`src/rtl/spi_cmd_regfile.sv`:
```
// Command decoder and byte-wide register file behind an SPI slave: decodes R/W + address
// command bytes, performs auto-incrementing writes/reads and supplies the next MISO byte.
module spi_cmd_regfile #(
    parameter int          NREGS    = 8,
    parameter logic [7:0]  ID_VALUE = 8'hA5,
    parameter logic [7:0]  RD_FILL  = 8'h00
) (
    input  logic                 clk,
    input  logic                 rst,
    input  logic                 frame_active,
    input  logic                 frame_start,
    input  logic                 rx_valid,
    input  logic [7:0]           rx_data,
    output logic [7:0]           tx_data,
    output logic                 wr_strobe,
    output logic [6:0]           wr_addr,
    output logic [NREGS*8-1:0]   reg_out,
    output logic [7:0]           err_count
);

    localparam int         IW       = (NREGS > 1) ? $clog2(NREGS) : 1;
    localparam logic [6:0] NREGS_A  = 7'(NREGS);
    localparam logic [6:0] ERR_ADDR = 7'h7E;
    localparam logic [6:0] ID_ADDR  = 7'h7F;

    typedef enum logic [1:0] {
        IDLE  = 2'd0,
        CMD   = 2'd1,
        WRITE = 2'd2,
        READ  = 2'd3
    } state_t;

    state_t      state_r;
    state_t      state_nx_s;
    logic [6:0]  addr_r;
    logic [6:0]  addr_nx_s;
    logic [7:0]  tx_data_r;
    logic [7:0]  tx_nx_s;
    logic        load_pend_r;
    logic        load_pend_nx_s;
    logic        wr_strobe_r;
    logic        wr_strobe_nx_s;
    logic [6:0]  wr_addr_r;
    logic [6:0]  wr_addr_nx_s;
    logic [7:0]  err_count_r;
    logic        err_inc_s;
    logic        reg_we_s;
    logic [7:0]  rd_data_s;
    logic        rd_unmapped_s;
    logic [7:0]  regs_r [NREGS];

    function automatic logic is_reg_addr(input logic [6:0] a);
        return (a < NREGS_A);
    endfunction

    // Read mux for the address held in addr_r; flags unmapped reads
    always_comb begin
        rd_data_s     = RD_FILL;
        rd_unmapped_s = 1'b0;
        if (is_reg_addr(addr_r)) begin
            rd_data_s = regs_r[addr_r[IW-1:0]];
        end else if (addr_r == ERR_ADDR) begin
            rd_data_s = err_count_r;
        end else if (addr_r == ID_ADDR) begin
            rd_data_s = ID_VALUE;
        end else begin
            rd_data_s     = RD_FILL;
            rd_unmapped_s = 1'b1;
        end
    end

    // Next-state and datapath control; frame end beats frame start beats byte handling
    always_comb begin
        state_nx_s     = state_r;
        addr_nx_s      = addr_r;
        tx_nx_s        = tx_data_r;
        load_pend_nx_s = 1'b0;
        wr_strobe_nx_s = 1'b0;
        wr_addr_nx_s   = wr_addr_r;
        err_inc_s      = 1'b0;
        reg_we_s       = 1'b0;
        if (!frame_active) begin
            state_nx_s = IDLE;
            tx_nx_s    = 8'h00;
        end else if (frame_start) begin
            state_nx_s = CMD;
            tx_nx_s    = ID_VALUE;
        end else begin
            // A read prefetch requested on the previous rx_valid lands here
            if (load_pend_r) begin
                tx_nx_s   = rd_data_s;
                err_inc_s = rd_unmapped_s;
            end else begin
                tx_nx_s = tx_data_r;
            end
            case (state_r)
                IDLE: begin
                    state_nx_s = IDLE;
                end
                CMD: begin
                    if (rx_valid) begin
                        addr_nx_s = rx_data[6:0];
                        if (rx_data[7]) begin
                            state_nx_s = WRITE;
                            tx_nx_s    = 8'h00;
                        end else begin
                            state_nx_s     = READ;
                            load_pend_nx_s = 1'b1;
                        end
                    end else begin
                        state_nx_s = CMD;
                    end
                end
                WRITE: begin
                    if (rx_valid) begin
                        addr_nx_s = addr_r + 7'd1;
                        if (is_reg_addr(addr_r)) begin
                            reg_we_s       = 1'b1;
                            wr_strobe_nx_s = 1'b1;
                            wr_addr_nx_s   = addr_r;
                        end else begin
                            err_inc_s = 1'b1;
                        end
                    end else begin
                        addr_nx_s = addr_r;
                    end
                end
                READ: begin
                    if (rx_valid) begin
                        addr_nx_s      = addr_r + 7'd1;
                        load_pend_nx_s = 1'b1;
                    end else begin
                        addr_nx_s = addr_r;
                    end
                end
                default: begin
                    state_nx_s = IDLE;
                end
            endcase
        end
    end

    // FSM state register
    always_ff @(posedge clk) begin
        if (rst) begin
            state_r <= IDLE;
        end else begin
            state_r <= state_nx_s;
        end
    end

    // Address, MISO byte, write strobe and saturating error counter
    always_ff @(posedge clk) begin
        if (rst) begin
            addr_r      <= 7'd0;
            tx_data_r   <= 8'h00;
            load_pend_r <= 1'b0;
            wr_strobe_r <= 1'b0;
            wr_addr_r   <= 7'd0;
            err_count_r <= 8'h00;
        end else begin
            addr_r      <= addr_nx_s;
            tx_data_r   <= tx_nx_s;
            load_pend_r <= load_pend_nx_s;
            wr_strobe_r <= wr_strobe_nx_s;
            wr_addr_r   <= wr_addr_nx_s;
            if (err_inc_s && (err_count_r != 8'hFF)) begin
                err_count_r <= err_count_r + 8'd1;
            end
        end
    end

    // Register file storage
    always_ff @(posedge clk) begin
        if (rst) begin
            for (int i = 0; i < NREGS; i++) begin
                regs_r[i] <= 8'h00;
            end
        end else if (reg_we_s) begin
            regs_r[addr_r[IW-1:0]] <= rx_data;
        end
    end

    for (genvar g = 0; g < NREGS; g++) begin : g_reg_out
        assign reg_out[8*g +: 8] = regs_r[g];
    end

    assign tx_data   = tx_data_r;
    assign wr_strobe = wr_strobe_r;
    assign wr_addr   = wr_addr_r;
    assign err_count = err_count_r;

endmodule

```
`config.mk`:
```
export PLATFORM = sky130hd
export DESIGN_NAME = spi_cmd_regfile
export DESIGN_NICKNAME = d
export VERILOG_FILES = /design/src/rtl/spi_cmd_regfile.sv
export SDC_FILE = /design/constraint.sdc
export NUM_CORES = 1
export LEC_CHECK = 0
export BUFFER_PORTS_ARGS = -buffer_cell sky130_fd_sc_hd__buf_2
export CAP_MARGIN = 10
export CORE_MARGIN = 2
export CORE_UTILIZATION = 40
export DETAILED_ROUTE_END_ITERATION = 7
export HOLD_SLACK_MARGIN = 0.02
export PLACE_DENSITY = 0.67
export SLEW_MARGIN = 20
export SYNTH_ARGS = -nofsm -noshare
export SYNTH_HDL_FRONTEND = slang
export SYNTH_SLANG_ARGS = --single-unit
```
`constraint.sdc`:
```
create_clock -name clk -period 3 [get_ports clk]
set_clock_uncertainty 0.2 [all_clocks]
set_input_delay 0.3 -clock clk [delete_from_list [all_inputs] [get_ports clk]]
set_output_delay 0.3 -clock clk [all_outputs]
set_load 0.005 [all_outputs]
```
Word level (Yosys, flattened, before mapping):

Memory sizes are Yosys's and may differ from the RTL's. A register that Yosys moved wholly into a read port is not among the register bits.
Cells that the tools add are included.

* order comparisons: 1
* shift operators: 0
* add/sub/neg operators: 2
* multiplexer cells: 43
* div/mod/pow operators: 0
* bitwise operators: 2
* reductions and logical operators: 11
* multiply operators: 0
* equality and inequality tests: 8

Operators by type and width (count)
* $mux 8: 9
* $mux 1: 25
* $eq 7x7->1 const B: 2
* $mux 7: 2
* $pmux 7 s2: 1
* $reduce_and 5->1: 2
* $mux 3: 3
* $add 8x1->8 const B: 1
* $ne 8x8->1 const B: 1
* $reduce_or 8->1: 1
* $add 7x1->7 const B: 1
* $lt 7x4->1 const B: 1
* $eq 2x2->1 const B: 2
* $pmux 2 s2: 1
* $reduce_bool 2->1: 2
* $reduce_or 2->1: 2
* $reduce_bool 3->1: 1
* $reduce_or 3->1: 1
* $eq 2x1->1 const B: 1
* $logic_not 2->1: 1
* $mux 2: 1
* $ne 2x1->1 const B: 1
* $ne 2x2->1 const B: 1
* $not 1->1: 2
* 2 further kinds: 2

* ROM bits: 0
* output and inout port bits: 88
* input bits: 13
* memory bits (writable): 64
* bits in latches: 0
* register bits: 34
* logic and storage cells: 77
* memories kept: 1

Memory list
* regs_r: depth 8, bits a word 8, rd ports 9, clocked after memory_dff 1, wr ports 8, RTL line 50 `logic [7:0] regs_r [NREGS];`

Logic depth before layout (Yosys ltp):

Gate-level depths: netlist of run 1.

* depth in word-level cells: 11
* mapped depth: 8
* mapped depth without buffers: 7

Least setup slack after synthesis of run 1:

No wires, ideal clock.

* path kind: reg2reg
* start point: register addr_r[3]
* end point: memory regs_r[0][0], enable pin
* data arrival time: 1.905 ns
* slack: 0.565 ns
* path buffers: 2
* period minus slack after synthesis: 2.435 ns
* data required time: 2.471 ns
* setup time: 0.329 ns
* cell stages (with the launch flop): 8
* cell sequence: dfxtp_1 -> buf_2 -> or4_4 -> nor4_4 -> nand2b_1 -> buf_2 -> nor3_4 -> or2_1

RTL lines
* from (decl): RTL line 35 `logic [6:0] addr_r;`
* from (signal assigned): RTL line 162 `addr_r <= addr_nx_s;`
* to (decl): RTL line 50

==> metrics.txt, run 1 <==
status finished, final reports clean; final instance area 5702 um^2; CTS Buffer Depth 2; Area Growth Syn to Fin 21.65%; global-route wire length before repair 19030 um; synth cell count leaders 64 x edfxtp_1, 63 x and2_1, 37 x dfxtp_1, 29 x nor2_1, 22 x mux2i_1; Starting Density 41.05%; Tot GR Track Use 19.85%; Synthesis Warnings 0; CP arrival 2.59 ns; area of the core 11420 um^2; I/O pin cnt 101; die height 112.2 um; nets 523; IO buf count 100; Die X 112.2 um; largest net degree at the start of global routing 37; Setup-failing EPs final 0; crit path to regs_r[0][0]; gr ovfl total 0; Root Buffer clkbuf_16; FF-to-FF Start addr_r[3]; syn avg cell area 11.60 um^2; final worst-path cycle share 92.63%; CP Launch Type flip-flop; Yosys reg bits 101; fill count 1029; peak fanout along the critical path 10; crit path cell chain or4_4 -> nor4_4 -> nand2b_1 -> nor3_4 -> or2_1; PostCTS Resize Cnt 0; Setup crit end kind flip-flop; Hold Crit Depth 3; Worst Setup Path Type reg2reg; Tmin final 2.779 ns; post-synthesis sequential area ratio 56.81%; worst vdd ir 0.3466 mV; row count 39; worst-margin pin slew 0.7136 ns; P_leak 2.254 nW; Detail Route Antenna Nets 0; PwrDens 515.9 nW/um^2; GP Congestion 0.8101; initial antenna violation count 0; clock latency on the worst-skew pair 0.35 ns; r2r worst-path depth 5; synth unique cells 42; CTS H-tree depth 3; max incr delay on CP 0.58 ns; share of layout cells above drive strength 1 31.25%; Core Util, Final 49.93%; unrepaired setup endpoints after global routing false; via count 3551; final hold vios 0; clk slew on worst S/H paths 0.07 ns; Post-DP Area 5378 um^2; Inserted Clock Buffers 9; Post-synth EDFFs 64; Iter 0 DRT Violations 241; RR Endpoint regs_r[0][0]; Hold Crit Class in2reg; slowest CP cell or4_4; Cell Area, Synth 4687 um^2; gate count of the mapped netlist 404; most frequent cell after synthesis edfxtp_1; Slew Limit Fails 0; Antenna Cells 0; Async S/R FF share, synth 0%; Hold Buf Count CTS 0; CP Launch Point addr_r[3]; Post-synth top flop edfxtp_1; max-cap violations 0; post-CTS setup repair buffer count 0; DR DRC count 0; Syn Nets 420; vias in the first global route 3331; CTS tree yes; Critical Path RT 2.82 ns; final setup TNS 0 ns; Die Area 12600 um^2; DR pass1 iterations 5; post-synth top area share 41.00%; leading area contributor after synthesis edfxtp_1; reg2reg setup slack 0.22 ns; DP HPWL 9255 um; Vias/cell 5.421; DR WL/cell 19.19 um; Synth area leaders edfxtp_1 41%, dfxtp_1 16%, and2_1 8.4%, mux2i_1 4.7%, mux4_2 3.8%; routed wire length 12570 um; clk sinks 101; f_max 359.9 MHz; relative slew slack 52.36%
-- per-layer routing --
metal / track usage [%] / up-vias / share of wire [%]
li1: - / 1683 / -
met1: 26.77 / 1737 / 43
met2: 32.17 / 115 / 48
met3: 3.888 / 16 / 5.9
met4: 7.073 / 0 / 2.3
met5: 0 / - / 0
-- cells in the final DEF, fill, tap and decap left out, drive strengths merged, types with 2 or more instances in the layout --
cell and instances:
nand4 9, a221oi 4, o21ai 9, or2 8, ha 3, buf 113, o211ai 6, dfxtp 37
a31o 3, mux2i 22, o21a 4, nor2 32, nor3 13, nor4 6, and2 63, edfxtp 64
nand3 10, nand2b 7, clkinvlp 2, o22ai 2, nor2b 11, mux4 8, a21oi 12, clkbuf 10
and3 2, mux2 7, a22oi 8, a31oi 5, nand2 16, bufinv 2, inv 7
-- final cells by class --
| type | instances | area [um^2] | area share, % |
|---|---|---|---|
| sequential | 101 | 2663 | 46.70 |
| clock inverter | 6 | 95.09 | 1.668 |
| clock buffer | 10 | 229.0 | 4.016 |
| multi-input combinational | 277 | 1919 | 33.66 |
| inverter | 5 | 18.77 | 0.3292 |
| timing repair buffer | 113 | 598.1 | 10.49 |
| tap | 143 | 178.9 | 3.138 |
-- through the flow --
stage / power [W] / hold WS [ns] / instances / setup slack, ns
floorplan: 0.001623 / 0.2335 / 404 / 0.5652
CTS: 0.002953 / 0.03859 / 655 / 0.2267
detailed placement: 0.001716 / 0.2414 / 639 / 0.2367
global route: 0.003035 / 0.04991 / 655 / 0.07133
finish: 0.002941 / 0.05052 / 655 / 0.2212
global placement: 0.001711 / 0.2397 / 639 / 0.3290
-- worst min path at each step --
stage               start     endpoint  slack [ns]
3_3_place_gp   wr_addr[4]   wr_addr[4]        0.24
3_5_place_dp   wr_addr[6]   wr_addr[6]        0.24
5_1_grt          rx_valid  load_pend_r        0.05
4_1_cts          rx_valid  load_pend_r        0.04
2_1_floorplan    rx_valid  load_pend_r        0.23
6_report         rx_valid  load_pend_r        0.05
-- flip-flops by register name, indices dropped and copies added, names as in the netlist, named ones only --
signal       cells
state_r          2
wr_strobe        1
regs_r          64
err_count        8
addr_r           7
wr_addr          7
load_pend_r      1
tx_data          8
-- critical path: cells and delay by family (launching register included) --
kind,cells,cell delay (ns)
AND/OR/NAND/NOR,5,1.85
flip-flops,1,0.40
-- where the power goes --
| part | leakage [nW] | internal (W) | switching [W] |
|---|---|---|---|
| sequential | 0.961 | 0.00151 | 0.0000265 |
| clock | 0.151 | 0.000740 | 0.000518 |
| combinational | 1.14 | 0.0000576 | 0.0000936 |
-- cells by family after synthesis --
logic type / count (synthesis) / synth area share, %
simple gates: 181 / 21.97
flops: 101 / 56.81
compound gates: 55 / 7.768
mux: 37 / 10.22
buf+inv: 26 / 2.242
fa+ha+maj: 3 / 0.8009
xor+xnor: 1 / 0.1869
Note: power is estimated with default switching activity, not from simulation.
==> run 2, diff against run 1 <==
- ABC_AREA: default -> 1
==> run 2 against run 1 <==
Effect of this change:
- hold slack improved by 0.021 ns
- total power fell by 5.3%
- synthesized area barely moved
- first-iteration DRC count rose by 54%
- routed wire length rose by 3.9%
- critical path type unchanged
- critical endpoint is now regs_r[0][4]
- largest power group unchanged
- highest routed layer unchanged
==> metrics.txt, run 2 <==
Die Area 12590 um^2 (about the same); nets 663 (+27%); main combinational cell family by area after synthesis simple AND/OR/NAND/NOR gates; f_max 385.3 MHz (+7.1%); CP top delay family simple AND/OR/NAND/NOR gates; DR WL/cell 16.43 um (-14%); final setup TNS 0 ns (unchanged); Net Sw Power 0.0006368 W (-0.15%); Synthesis Warnings 0 (unchanged); peak fanout along the critical path 9 (-1); Async S/R FF share, synth 0% (unchanged); most frequent cell after synthesis nor2_1; Syn Nets 564 (+34%); Synth area leaders edfxtp_1 41%, dfxtp_1 16%, nor2_1 9.9%, nand2_1 7.9%, nand3_1 4.5%; Post-synth EDFFs 64 (unchanged); post-synth top area share 41.03% (about the same); simple-gate area share of the yosys netlist 25.88% (+3.9 points); status finished, final reports clean; Setup crit end kind flip-flop; gate count of the mapped netlist 548 (+36%); most frequent cells in the layout 124 x nor2_1, 100 x buf_2, 98 x nand2_1; DR DRC count 0 (unchanged); Cell Area, Synth 4684 um^2 (about the same); crit path cell chain nand2_1 -> or2_4 -> nor3_4 -> inv_2 -> nor3_4 -> nand2_2 -> nand2_1; largest net degree at the start of global routing 33 (-11%); relative slew slack 49.30% (-3.1 points); routed wire length 13060 um (+3.9%); mux cell area share after synthesis 0% (-10 points); global-route wire length before repair 20100 um (+5.6%); WHS 0.07152 ns (+0.02100 ns); synth cell count leaders 124 x nor2_1, 98 x nand2_1, 64 x edfxtp_1, 53 x inv_1, 42 x nand3_1; synth unique cells 30 (-29%); area of the core 11420 um^2 (unchanged); CTS tree yes; Vias/cell 5.214 (-3.8%); IO buf count 100 (unchanged); Post-Layout Cell Count 795 (+21%); Synth Area in Compound Gates 8.921% (+1.2 points); die height 112.2 um (about the same); post-synthesis xor/xnor area fraction 1.122% (+0.93 points); Yosys reg bits 101 (unchanged); Critical Path RT 2.81 ns (about the same); buffers and inverters on the worst path 1 (+1); clock latency on the worst-skew pair 0.34 ns (about the same); row count 39 (unchanged); Inserted Clock Buffers 9 (unchanged); Root Buffer clkbuf_16; clk sinks 101 (unchanged); via count 4145 (+17%); gr ovfl total 0 (unchanged); max incr delay on CP 0.47 ns (-0.11 ns); final worst-path cycle share 86.52% (-6.1 points); Setup-failing EPs final 0 (unchanged); sequential share of power 55.1% (+3.0 points); Power Total 0.002786 W (-5.3%); number of flip-flops in the largest register 64 (unchanged); GP Congestion 0.9416 (+16%); P_leak 2.514 nW (+12%); placed instance count 778 (+22%); syn avg cell area 8.548 um^2 (-26%); CTS Buffer Depth 2 (unchanged); Die X 112.2 um (about the same); commonest non-fill, non-tap cell in the layout nor2_1; CP arrival 2.41 ns (-0.18 ns); Post-synth top flop edfxtp_1; switching part of the total 22.85% (+1.2 points); Area Growth Syn to Fin 19.60%; worst vdd ir 0.3142 mV (-9.4%); DR pass1 iterations 5 (unchanged); Starting Density 41.03% (about the same); worst-margin pin slew 0.7596 ns (+0.04604 ns); clock share of power 38.8% (-4.0 points); Tmin final 2.596 ns (-0.1833 ns); CP Launch Type flip-flop; CTS H-tree depth 3 (unchanged); max-cap violations 0 (unchanged); DP HPWL 9598 um (+3.7%); Hold Crit Class in2reg; share of layout cells above drive strength 1 20.40% (-11 points); Gate power share 6.2% (+1.1 points); PwrDens 497.3 nW/um^2 (-3.6%); slowest CP cell dfxtp_1; Slew Limit Fails 0 (unchanged); Worst Setup Path Type reg2reg; Antenna Cells 0 (unchanged); vias in the first global route 3887 (+17%); final hold vios 0 (unchanged); leading area contributor after synthesis edfxtp_1; post-synthesis sequential area ratio 56.84% (about the same); Tot GR Track Use 20.62% (+0.78 points); clk slew on worst S/H paths 0.07 ns (about the same); Iter 0 DRT Violations 371 (+54%); Detail Route Antenna Nets 0 (unchanged); unrepaired setup endpoints after global routing false; I/O pin cnt 101 (unchanged); initial antenna violation count 0 (unchanged); adder-cell share of the synthesized area 0.8013% (about the same); Reg with most FFs regs_r; cell-internal power 0.002150 W (-6.7%)
==> run 2: routing by layer <==
metal	GRT usage, %	up-vias	part of all wire [%]
met4	9.187	0	2.8
met5	0	-	0
li1	-	1999	-
met1	28.89	1904	43
met3	4.698	31	9.0
met2	30.76	211	45
==> run 2: kinds of logic (layout without fill, tap and decap cells) <==
| family | Yosys count | in the layout |
|---|---|---|
| buffers and inverters | 78 | 182 |
| AND/OR/NAND/NOR | 284 | 284 |
| adder cells (fa/ha/maj) | 3 | 3 |
| XOR/XNOR | 6 | 6 |
| AO/OA/AOI/OAI | 76 | 76 |
| flip-flops | 101 | 101 |
==> run 2: final timing paths <==
kind,from,to,slack [ns],depth (start not counted)
max,state_r[1],regs_r[0][4],0.40,7
min,rx_valid,state_r[0],0.07,4
max reg2reg,state_r[1],regs_r[0][4],0.40,7
min reg2reg,wr_addr[6],wr_addr[6],0.26,2
==> run 2: power by group through the flow <==
stage	sequential (W)	combinational (W)	clock, W
3_3_place_gp	0.00156	0.000168	0
3_5_place_dp	0.00156	0.000170	0
5_1_grt	0.00154	0.000189	0.00114
2_1_floorplan	0.00156	0.0000841	0
4_1_cts	0.00153	0.000172	0.00109
6_report	0.00153	0.000172	0.00108
==> run 2: layout make-up <==
class	instances	area [um^2]
Tap cell	143	178.9
Multi-Input combinational cell	369	1720
Sequential cell	101	2663
Clock buffer	13	250.2
Inverter	61	229.0
Fill cell	1103	5816
Timing Repair Buffer	105	540.5
Clock inverter	3	21.27
==> run 2: repair_timing <==
| action | CTS | global route |
|---|---|---|
| gates resized for setup | 0 | 0 |
| buffers inserted | 0 | 0 |
| endpoints found under the hold margin | 1 | 0 |
| hold buffers | 1 | 0 |
==> run 2: through the flow <==
step	setup slack, ns	cell area [um^2]	util [%]
after floorplan	0.8523	4684	-
after global placement	0.4534	5321	46.60
after detailed placement	0.3899	5321	46.60
after CTS	0.3989	5603	49.07
after global routing	0.1786	5603	49.07
final	0.4045	5603	49.07
==> run 2: worst reg2reg max path, cell delays in order, from the launching register on <==
cell and delay [ns]:
dfxtp_1 0.47, nand2_1 0.11, or2_4 0.26, nor3_4 0.22, inv_2 0.14, nor3_4 0.35
nand2_2 0.20, nand2_1 0.32
==> run 3, diff against run 2 <==
- REMOVE_ABC_BUFFERS: default -> 1
==> run 3 against run 2 <==
Effect of this change:
- sequential power barely moved
- routed wire length up 1.2%
- die area did not move
- fmax is 1.6% lower
- critical path type unchanged
- non-clock buffer count is 1 lower
- highest routed layer unchanged
- total power is 5.6% higher
- utilization increased by 0.31 points
- flip-flop and latch count unchanged
- global-route usage increased by 0.31 points
- register-to-register slack lost 0.04 ns
- via count increased by 0.22%
- clock power increased by 15%
==> metrics.txt, run 3 (same netlist as run 2, synthesis figures left out) <==
Die Area 12590 um^2 (unchanged); worst hold start rx_data[4]; Vias/cell 5.232 (+0.34%); row count 39 (unchanged); Tmin final 2.639 ns (+0.04351 ns); routed wire length 13210 um (+1.2%); GP Congestion 0.9098 (-3.4%); post-CTS setup repair buffer count 0 (unchanged); P_leak 2.526 nW (+0.47%); Iter 0 DRT Violations 276 (-26%); DR pass1 iterations 5 (unchanged); CTS Buffer Depth 2 (unchanged); Net Sw Power 0.0006517 W (+2.3%); CTS tree yes; slowest CP cell dfxtp_1; reg2reg setup slack 0.36 ns (-0.04 ns); status finished, final reports clean; Hold Buf Count CTS 0 (-1); Hold EP addr_r[4]; CP arrival 2.46 ns (+0.05 ns); gr ovfl total 0 (unchanged); vias in the first global route 3920 (+0.85%); Tot GR Track Use 20.94% (+0.31 points); final worst-path cycle share 87.97% (+1.5 points); IO buf count 100 (unchanged); worst-margin pin slew 0.6455 ns (-0.1141 ns); Setup-failing EPs final 0 (unchanged); f_max 378.9 MHz (-1.6%); crit path cell chain nand2_1 -> or2_4 -> nor3_4 -> inv_2 -> nor3_4 -> nand2_2 -> nand2_1; Detail Route Antenna Nets 0 (unchanged); FF-to-FF Start state_r[1]; PostCTS Resize Cnt 0 (unchanged); Gate power share 5.7% (-0.5 points); clock latency on the worst-skew pair 0.35 ns (about the same); nets 662 (-0.15%); switching part of the total 22.15% (-0.70 points); area of the core 11420 um^2 (unchanged); max incr delay on CP 0.47 ns (about the same); clock share of power 42.1% (+3.3 points); cell-internal power 0.002290 W (+6.5%); max-cap violations 0 (unchanged); clk slew on worst S/H paths 0.07 ns (about the same); Reg with most FFs regs_r; final hold vios 0 (unchanged); RR Endpoint regs_r[0][7]; share of layout cells above drive strength 1 20.58% (+0.18 points); unrepaired setup endpoints after global routing false; Power Total 0.002942 W (+5.6%); relative slew slack 56.63% (+7.3 points); initial antenna violation count 0 (unchanged); largest net degree at the start of global routing 33 (unchanged); commonest non-fill, non-tap cell in the layout nor2_1; global-route wire length before repair 20330 um (+1.1%); Worst Setup Path Type reg2reg; PwrDens 521.8 nW/um^2 (+4.9%); worst vdd ir 0.2826 mV (-10%); Area Growth Syn to Fin 20.35%; Root Buffer clkbuf_16; DP HPWL 9774 um (+1.8%); Die X 112.2 um (unchanged); DR DRC count 0 (unchanged); r2r worst-path depth 7 (unchanged); peak fanout along the critical path 9 (unchanged); via count 4154 (+0.22%); Hold Crit Class in2reg; final setup TNS 0 ns (unchanged); Slew Limit Fails 0 (unchanged); Starting Density 41.03% (unchanged); Critical Path RT 2.82 ns (about the same); Antenna Cells 0 (unchanged); I/O pin cnt 101 (unchanged); Inserted Clock Buffers 9 (unchanged); CP Launch Type flip-flop; sequential share of power 52.2% (-2.9 points); most frequent cells in the layout 124 x nor2_1, 100 x buf_2, 98 x nand2_1; number of flip-flops in the largest register 64 (unchanged); CTS H-tree depth 3 (unchanged); Hold Crit Depth 3 (-1); clk sinks 101 (unchanged); Setup crit end kind flip-flop; DR WL/cell 16.64 um (+1.3%); die height 112.2 um (unchanged)
-- run 3: cell count changes in the layout (fill, tap and decap cells not counted) --
cell | previous run | this run
bufinv_16 | 0 | 2
clkbuf_1 | 3 | 1
clkbuf_8 | 1 | 0
clkinv_1 | 6 | 7
clkinv_2 | 1 | 0
clkinv_4 | 0 | 1
clkinvlp_4 | 1 | 2
dlygate4sd3_1 | 1 | 0
inv_6 | 1 | 0
-- run 3: layout make-up --
| cell class | count | area, um^2 |
|---|---|---|
| Clock buffer | 10 | 229.0 |
| Clock inverter | 6 | 87.58 |
| Tap cell | 143 | 178.9 |
| Sequential cell | 101 | 2663 |
| Timing Repair Buffer | 104 | 530.5 |
| Multi-Input combinational cell | 369 | 1720 |
| Fill cell | 1115 | 5781 |
| Inverter | 61 | 229.0 |
-- run 3: how the worst max path moves through the flow --
stage / depth (start not counted) / endpoint / slack [ns] / start
after detailed placement: 8 / regs_r[0][7] / 0.36 / frame_start
after global placement: 8 / regs_r[0][6] / 0.44 / frame_start
after CTS: 7 / regs_r[0][7] / 0.37 / state_r[1]
after global routing: 7 / regs_r[0][5] / 0.18 / state_r[1]
final: 7 / regs_r[0][7] / 0.36 / state_r[1]
after floorplan: 7 / regs_r[0][0] / 0.83 / state_r[1]
-- run 3: per-layer routing --
| layer | track usage, % | up-vias | wire (um) |
|---|---|---|---|
| li1 | - | 1992 | - |
| met1 | 28.08 | 1942 | 5577 |
| met2 | 33.05 | 191 | 6196 |
| met3 | 4.482 | 29 | 1052 |
| met4 | 8.943 | 0 | 386 |
| met5 | 0 | - | 0 |
-- run 3: worst max-delay path, delay by kind of cell, from the launching register on --
kind,cells,cell delay [ns]
DFF,1,0.47
and+or+nand+nor,6,1.48
buffers and inverters,1,0.15
-- run 3: through the flow --
| step | setup slack (ns) | utilization [%] | hold WS (ns) | instance area, um^2 | std cells |
|---|---|---|---|---|---|
| after global placement | 0.4375 | 46.60 | 0.2527 | 5321 | 778 |
| after floorplan | 0.8253 | - | 0.1691 | 4612 | 531 |
| final | 0.3610 | 49.38 | 0.02704 | 5638 | 794 |
| after detailed placement | 0.3623 | 46.60 | 0.2520 | 5321 | 778 |
| after global routing | 0.1849 | 49.38 | 0.05716 | 5638 | 794 |
| after CTS | 0.3699 | 49.38 | 0.02691 | 5638 | 794 |
-- run 3: power groups by stage --
| stage | Sequential, W | Combinational [W] | Clock [W] |
|---|---|---|---|
| after floorplan | 0.00156 | 0.0000774 | 0 |
| after global placement | 0.00157 | 0.000164 | 0 |
| after detailed placement | 0.00157 | 0.000167 | 0 |
| after CTS | 0.00153 | 0.000168 | 0.00124 |
| after global routing | 0.00154 | 0.000185 | 0.00130 |
| final | 0.00154 | 0.000167 | 0.00124 |
